[src/rtl/mem_arbiter_pkg.sv]
// Shared definitions for the two-port memory arbiter.
//   state_e  : sequencer states (IDLE, ACCESS, DONE)
//   PORT_IF  : index of the instruction-fetch port (port 0)
//   PORT_EX  : index of the execute/data port (port 1)
package mem_arbiter_pkg;

  typedef enum logic [1:0] {
    StIdle   = 2'd0,
    StAccess = 2'd1,
    StDone   = 2'd2
  } state_e;

  localparam int unsigned PORT_IF = 0;
  localparam int unsigned PORT_EX = 1;

endpackage

[src/rtl/rr_pick2.sv]
// Combinational two-way winner select.
//   req0, req1 : requests from port 0 / port 1
//   ptr        : round-robin pointer (port that wins a tie when FIXED_PRIO = 0)
//   valid      : at least one request present
//   winner     : 0 = port 0 wins, 1 = port 1 wins (meaningful only when valid)
module rr_pick2 #(
  parameter bit FIXED_PRIO = 1'b0
) (
  input  logic req0,
  input  logic req1,
  input  logic ptr,
  output logic valid,
  output logic winner
);

  always_comb begin
    valid = req0 | req1;
    if (req0 && req1) begin
      winner = FIXED_PRIO ? 1'b0 : ptr;
    end else begin
      // Single requester (or none): port 1 only if it alone asks.
      winner = req1;
    end
  end

endmodule

[src/rtl/mem_arbiter.sv]
// Two-port arbiter/sequencer in front of a single-port byte memory.
// Latches one request at a time, drives the memory for one ACCESS cycle,
// then pulses the winner's ack for one DONE cycle. All outputs are registered.
//   clk, reset           : clock, synchronous active-high reset
//   pN_req/we/addr/wdata : port N request (held until pN_ack)
//   pN_ack, pN_rdata     : port N completion pulse and read result
//   gnt                  : one-hot owner of the memory (ACCESS and DONE)
//   busy                 : high whenever not idle
//   mem_*                : memory address/write data/write enable, read data in
module mem_arbiter
  import mem_arbiter_pkg::*;
#(
  parameter int unsigned ADDR_W     = 16,
  parameter int unsigned DATA_W     = 8,
  parameter bit          FIXED_PRIO = 1'b0
) (
  input  logic              clk,
  input  logic              reset,
  input  logic              p0_req,
  input  logic              p0_we,
  input  logic [ADDR_W-1:0] p0_addr,
  input  logic [DATA_W-1:0] p0_wdata,
  output logic              p0_ack,
  output logic [DATA_W-1:0] p0_rdata,
  input  logic              p1_req,
  input  logic              p1_we,
  input  logic [ADDR_W-1:0] p1_addr,
  input  logic [DATA_W-1:0] p1_wdata,
  output logic              p1_ack,
  output logic [DATA_W-1:0] p1_rdata,
  output logic [1:0]        gnt,
  output logic              busy,
  output logic [ADDR_W-1:0] mem_address,
  output logic [DATA_W-1:0] mem_write_data,
  output logic              mem_write_enable,
  input  logic [DATA_W-1:0] mem_read_data
);

  state_e            state_q, state_d;
  logic              ptr_q, ptr_d;  // 0 favours port 0 on a tie
  logic              win_q, win_d;  // latched winner index
  logic [1:0]        gnt_q, gnt_d;
  logic [1:0]        ack_q, ack_d;
  logic              busy_q, busy_d;
  logic [ADDR_W-1:0] addr_q, addr_d;
  logic [DATA_W-1:0] wdata_q, wdata_d;
  logic              we_q, we_d;
  logic [DATA_W-1:0] rdata0_q, rdata0_d;
  logic [DATA_W-1:0] rdata1_q, rdata1_d;

  logic pick_valid;
  logic pick_win;

  rr_pick2 #(
    .FIXED_PRIO(FIXED_PRIO)
  ) u_pick (
    .req0  (p0_req),
    .req1  (p1_req),
    .ptr   (ptr_q),
    .valid (pick_valid),
    .winner(pick_win)
  );

  always_comb begin
    state_d  = state_q;
    ptr_d    = ptr_q;
    win_d    = win_q;
    gnt_d    = gnt_q;
    ack_d    = ack_q;
    busy_d   = busy_q;
    addr_d   = addr_q;
    wdata_d  = wdata_q;
    we_d     = we_q;
    rdata0_d = rdata0_q;
    rdata1_d = rdata1_q;

    unique case (state_q)
      StIdle: begin
        if (pick_valid) begin
          win_d            = pick_win;
          addr_d           = pick_win ? p1_addr : p0_addr;
          wdata_d          = pick_win ? p1_wdata : p0_wdata;
          we_d             = pick_win ? p1_we : p0_we;
          gnt_d[PORT_IF]   = ~pick_win;
          gnt_d[PORT_EX]   = pick_win;
          busy_d           = 1'b1;
          state_d          = StAccess;
          // The pointer only advances when it actually settled a tie.
          if (!FIXED_PRIO && p0_req && p1_req) begin
            ptr_d = ~pick_win;
          end
        end
      end
      StAccess: begin
        // we_q still holds the latched direction during ACCESS.
        if (!we_q) begin
          if (win_q) begin
            rdata1_d = mem_read_data;
          end else begin
            rdata0_d = mem_read_data;
          end
        end
        we_d           = 1'b0;
        ack_d[PORT_IF] = ~win_q;
        ack_d[PORT_EX] = win_q;
        state_d        = StDone;
      end
      StDone: begin
        ack_d   = 2'b00;
        gnt_d   = 2'b00;
        busy_d  = 1'b0;
        state_d = StIdle;
      end
      default: begin
        ack_d   = 2'b00;
        gnt_d   = 2'b00;
        busy_d  = 1'b0;
        we_d    = 1'b0;
        state_d = StIdle;
      end
    endcase
  end

  always_ff @(posedge clk) begin
    if (reset) begin
      state_q  <= StIdle;
      ptr_q    <= 1'b0;
      win_q    <= 1'b0;
      gnt_q    <= 2'b00;
      ack_q    <= 2'b00;
      busy_q   <= 1'b0;
      addr_q   <= '0;
      wdata_q  <= '0;
      we_q     <= 1'b0;
      rdata0_q <= '0;
      rdata1_q <= '0;
    end else begin
      state_q  <= state_d;
      ptr_q    <= ptr_d;
      win_q    <= win_d;
      gnt_q    <= gnt_d;
      ack_q    <= ack_d;
      busy_q   <= busy_d;
      addr_q   <= addr_d;
      wdata_q  <= wdata_d;
      we_q     <= we_d;
      rdata0_q <= rdata0_d;
      rdata1_q <= rdata1_d;
    end
  end

  assign p0_ack           = ack_q[PORT_IF];
  assign p1_ack           = ack_q[PORT_EX];
  assign p0_rdata         = rdata0_q;
  assign p1_rdata         = rdata1_q;
  assign gnt              = gnt_q;
  assign busy             = busy_q;
  assign mem_address      = addr_q;
  assign mem_write_data   = wdata_q;
  assign mem_write_enable = we_q;

endmodule

[config.mk]
export PLATFORM = sky130hd
export DESIGN_NAME = mem_arbiter
export DESIGN_NICKNAME = d
export VERILOG_FILES = /design/src/rtl/mem_arbiter_pkg.sv /design/src/rtl/rr_pick2.sv /design/src/rtl/mem_arbiter.sv
export SDC_FILE = /design/constraint.sdc
export NUM_CORES = 1
export LEC_CHECK = 0
export ABC_AREA = 1
export ABC_CLOCK_PERIOD_IN_PS = 1230
export CAP_MARGIN = 20
export CORE_UTILIZATION = 41
export DETAILED_ROUTE_END_ITERATION = 7
export GPL_ROUTABILITY_DRIVEN = 0
export PLACE_DENSITY_LB_ADDON = 0.08
export SLEW_MARGIN = 5
export SYNTH_ARGS = -nofsm -noshare
export SYNTH_HDL_FRONTEND = slang
export SYNTH_SLANG_ARGS = --single-unit
[constraint.sdc]
create_clock -name clk -period 1.23 [get_ports clk]
set_input_delay 0.3075 -clock clk [delete_from_list [all_inputs] [get_ports clk]]
set_output_delay 0.3075 -clock clk [all_outputs]
set_load 0.02 [all_outputs]
==> impl_metrics.prom <==
# TYPE chip_impl_metric gauge
chip_impl_metric{name="finalWorstPathRequiredPeriod",unit="ns"} 1.19
chip_impl_metric{name="cts_made_buffers",unit=""} 5
chip_impl_metric{name="std_cell_rows",unit=""} 26
chip_impl_info{name="reg_to_reg_startpoint",value="state_q[1]"} 1
chip_impl_metric{name="critPathRequiredTime",unit="ns"} 0.92
chip_impl_metric{name="drt_wl_total",unit="mm"} 6.19
chip_impl_metric{name="finalNetCount",unit=""} 491
chip_impl_metric{name="cap_violations",unit=""} 0
chip_impl_info{name="cp-start-kind",value="register"} 1
chip_impl_metric{name="yosysWarnings",unit=""} 0
chip_impl_metric{name="detailedPlacementHpwl",unit="mm"} 4.48
chip_impl_metric{name="grt_first_pass_wirelength",unit="mm"} 10.3
chip_impl_info{name="cts_tree",value="built"} 1
chip_impl_metric{name="global_route_total_overflow",unit=""} 0
chip_impl_info{name="netlist_top_cells_area",value="sky130_fd_sc_hd__dfxtp_1 (44%), sky130_fd_sc_hd__nand3_1 (12%), sky130_fd_sc_hd__nand2_1 (9.6%)"} 1
chip_impl_info{name="rsz0062_at_grt",value="no"} 1
chip_impl_metric{name="worst_skew_pair.late_latency",unit="ns"} 0.30
chip_impl_metric{name="synth_seq_cells",unit=""} 50
chip_impl_metric{name="drt-pass1-iter-count",unit=""} 5
chip_impl_metric{name="vias_per_cell",unit=""} 4.79
chip_impl_metric{name="remaining_drc_errors",unit=""} 0
chip_impl_metric{name="setup-violations-final",unit=""} 0
chip_impl_metric{name="starting_density",unit="%"} 43.5
chip_impl_info{name="endpoint_worst_hold",value="ack_q[0]"} 1
chip_impl_metric{name="post_synth_design_cell_area",unit="sq um"} 2280
chip_impl_metric{name="die_width",unit="um"} 76.5
chip_impl_info{name="run_status",value="completed"} 1
chip_impl_metric{name="core",unit="sq um"} 5240
chip_impl_metric{name="fin_worst_skew",unit="ns"} 0.00987
chip_impl_metric{name="synth_fp_nets",unit=""} 373
chip_impl_metric{name="place_ws",unit="ns"} -0.453
chip_impl_metric{name="io_buffers",unit=""} 107
chip_impl_info{name="timing.critical_path.to_type",value="output pin"} 1
chip_impl_info{name="clk_root_buffer_cell",value="sky130_fd_sc_hd__clkbuf_8"} 1
chip_impl_info{name="critical-path-slowest-cell",value="sky130_fd_sc_hd__dfxtp_1"} 1
chip_impl_metric{name="post_synth_xor_area_fraction",unit="%"} 0
chip_impl_metric{name="synth-compound-area-share",unit="%"} 5.94
chip_impl_metric{name="grt_max_degree",unit=""} 28
chip_impl_metric{name="pwr_density_cell",unit="nW/um^2"} 1220
chip_impl_info{name="critical_path.cell_chain",value="clkdlybuf4s15_2"} 1
chip_impl_metric{name="layout_cell_share_with_drive_strength_beyond_1",unit="%"} 21.9
chip_impl_metric{name="leakage",unit="nW"} 1.69
chip_impl_metric{name="first_global_vias",unit=""} 2252
chip_impl_metric{name="fp.dieH",unit="um"} 76.5
chip_impl_metric{name="timing.final.hold_violations",unit=""} 0
chip_impl_info{name="timing.critical_path.max_delay_family",value="flip-flops"} 1
chip_impl_metric{name="setup-tns-final",unit="ns"} 0
chip_impl_metric{name="worstPathArrival",unit="ns"} 0.89
chip_impl_metric{name="vias",unit=""} 2395
chip_impl_metric{name="fmax",unit="MHz"} 838
chip_impl_metric{name="antenna_cells_inserted",unit=""} 0
chip_impl_metric{name="drt_first_iter_violations",unit=""} 86
chip_impl_metric{name="critical-path-max-stage-delay",unit="ns"} 0.33
chip_impl_info{name="holdCritStartpoint",value="ack_q[0]"} 1
chip_impl_metric{name="worst_slew_margin_rel",unit="%"} 79.3
chip_impl_metric{name="setup_slack",unit="ns"} 0.0365
chip_impl_info{name="layout.cells.most_common_list",value="sky130_fd_sc_hd__clkdlybuf4s50_1 (59), sky130_fd_sc_hd__nand2_1 (58), sky130_fd_sc_hd__nand3_1 (51)"} 1
chip_impl_metric{name="vdd_ir_drop_max",unit="uV"} 1040
chip_impl_metric{name="tritoncts_num_sinks",unit=""} 50
chip_impl_metric{name="clock_path_buffers",unit=""} 2
chip_impl_metric{name="yosysSeqAreaShare",unit="%"} 44.0
chip_impl_info{name="most_common_cell_after_layout_fill_and_taps_aside",value="sky130_fd_sc_hd__clkdlybuf4s50_1"} 1
chip_impl_info{name="hp-class",value="register to register"} 1
chip_impl_info{name="synth_area_leader_cell",value="sky130_fd_sc_hd__dfxtp_1"} 1
chip_impl_metric{name="synth.mux.area_fraction",unit="%"} 0
chip_impl_metric{name="area_delta_synth_final",unit="%"} 50.6
chip_impl_metric{name="synth_unique_cells",unit=""} 19
chip_impl_metric{name="synth.top_cell.area_share",unit="%"} 44.0
chip_impl_metric{name="final_cell_area",unit="sq um"} 3430
chip_impl_info{name="crit_type",value="register to output pin"} 1
chip_impl_metric{name="io_pins",unit=""} 108
chip_impl_info{name="worstReg2RegEnd",value="mem_write_enable"} 1
chip_impl_metric{name="dieArea",unit="sq um"} 5850
chip_impl_info{name="dominant_combinational_cell_family_by_area_after_synthesis",value="simple AND/OR/NAND/NOR gates"} 1
chip_impl_metric{name="path_buf_inv",unit=""} 1
chip_impl_metric{name="post_synth.cell_area_avg",unit="sq um"} 7.32
chip_impl_metric{name="worst_setup_hold_path_clk_slew",unit="ns"} 0.10
chip_impl_metric{name="worst_pin_slew",unit="ns"} 0.308
chip_impl_metric{name="groute.usage.overall",unit="%"} 21.5
chip_impl_metric{name="final_core_utilization",unit="%"} 65.4
chip_impl_metric{name="placed_cell_area",unit="sq um"} 3490
chip_impl_metric{name="timing.final.max_slew_violations",unit=""} 0
chip_impl_metric{name="finalPower",unit="mW"} 4.17
chip_impl_metric{name="timing.reg2reg.setup_slack",unit="ns"} 0.10
chip_impl_metric{name="final_antenna_net_count",unit=""} 0
chip_impl_metric{name="filler_cell_count",unit=""} 528
chip_impl_metric{name="wl_per_instance",unit="um"} 12.4
chip_impl_metric{name="reg2regPathDepth",unit=""} 6
chip_impl_metric{name="synth-adder-area-share",unit="%"} 0
chip_impl_metric{name="clock_tree.htree_level_count",unit=""} 2
chip_impl_metric{name="postSynthCellCount",unit=""} 311
chip_impl_metric{name="synth_simple_gate_area_share",unit="%"} 36.7
chip_impl_metric{name="path_max_fanout",unit=""} 2
chip_impl_metric{name="grt_antenna_before_repair",unit=""} 0
chip_impl_metric{name="min_path_cells",unit=""} 2
chip_impl_metric{name="fin_crit_share",unit="%"} 97.0
## cells in the mapped netlist
cell and number:
sky130_fd_sc_hd__nand3_1 53, sky130_fd_sc_hd__nor2_1 35, sky130_fd_sc_hd__buf_2 2, sky130_fd_sc_hd__buf_4 7
sky130_fd_sc_hd__o21ai_0 19, sky130_fd_sc_hd__nand2_2 4, sky130_fd_sc_hd__inv_2 1, sky130_fd_sc_hd__inv_1 33
sky130_fd_sc_hd__nor2_2 2, sky130_fd_sc_hd__a21oi_1 8, sky130_fd_sc_hd__dfxtp_1 50, sky130_fd_sc_hd__nand3_2 1
sky130_fd_sc_hd__nand2_1 58, sky130_fd_sc_hd__nor2_4 2, sky130_fd_sc_hd__clkbuf_1 2, sky130_fd_sc_hd__buf_6 6
sky130_fd_sc_hd__nand4_1 24, sky130_fd_sc_hd__buf_8 2, sky130_fd_sc_hd__clkinv_2 2
## kinds of logic after synthesis
family / count (synthesis)
flops: 50
buf+inv: 55
simple gates: 179
compound gates: 27
## registers in the layout (all words and copies together) (netlist names)
signal            flops
mem_address          16
mem_write_data        8
p0_rdata              8
p1_rdata              8
ack_q                 2
gnt                   2
state_q               2
busy                  1
mem_write_enable      1
ptr_q                 1
win_q                 1
## per-layer routing
| layer | GRT usage, % | part of all wire (%) |
|---|---|---|
| met5 | 0 | 0 |
| met4 | 4.04 | 0.42 |
| met3 | 6.11 | 7.1 |
| met2 | 36.6 | 47 |
| met1 | 27.2 | 45 |
## worst max path at each step
| stage | cells after the start | start | to |
|---|---|---|---|
| after floorplan | 5 | mem_write_enable | p1_rdata[0] |
| after global placement | 6 | p1_req | gnt[1] |
| after detailed placement | 9 | p1_req | mem_write_data[0] |
| after CTS | 1 | gnt[0] | gnt[0] |
| after global routing | 1 | mem_address[15] | mem_address[15] |
| final | 1 | mem_address[15] | mem_address[15] |
## metrics by stage
stage / hold slack (ns) / std cells
finish: 0.478 / 500
global route: 0.502 / 500
CTS: 0.474 / 500
detailed placement: 0.458 / 492
global placement: 0.458 / 492
floorplan: 0.462 / 311
## layout make-up
type,instances,area [sq um],share of cell area [%]
repair buffers,130,1070,31.3
clock buffers,5,68.8,2.01
inverters,36,139,4.05
flip-flops and latches,50,1010,29.4
multi-input cells,206,1000,29.3
clock inverters,3,47.5,1.39
well taps,70,87.6,2.56
## where the power goes
part	leakage [nW]	internal [mW]	switching (mW)	total, mW
registers	0.412	1.75	0.0729	1.83
logic	1.22	0.533	0.634	1.17
clock network	0.0587	0.617	0.561	1.18
total	1.69	2.90	1.27	4.17
## what timing repair did
| action | in CTS | in global routing |
|---|---|---|
| setup endpoints to repair | 90 | 66 |
| hold buffers | 0 | 0 |
| gates resized for setup | 159 | 40 |
| pin swaps | 0 | 1 |
| setup buffers | 0 | 0 |
No activity file was read; power rests on OpenSTA's default activity.
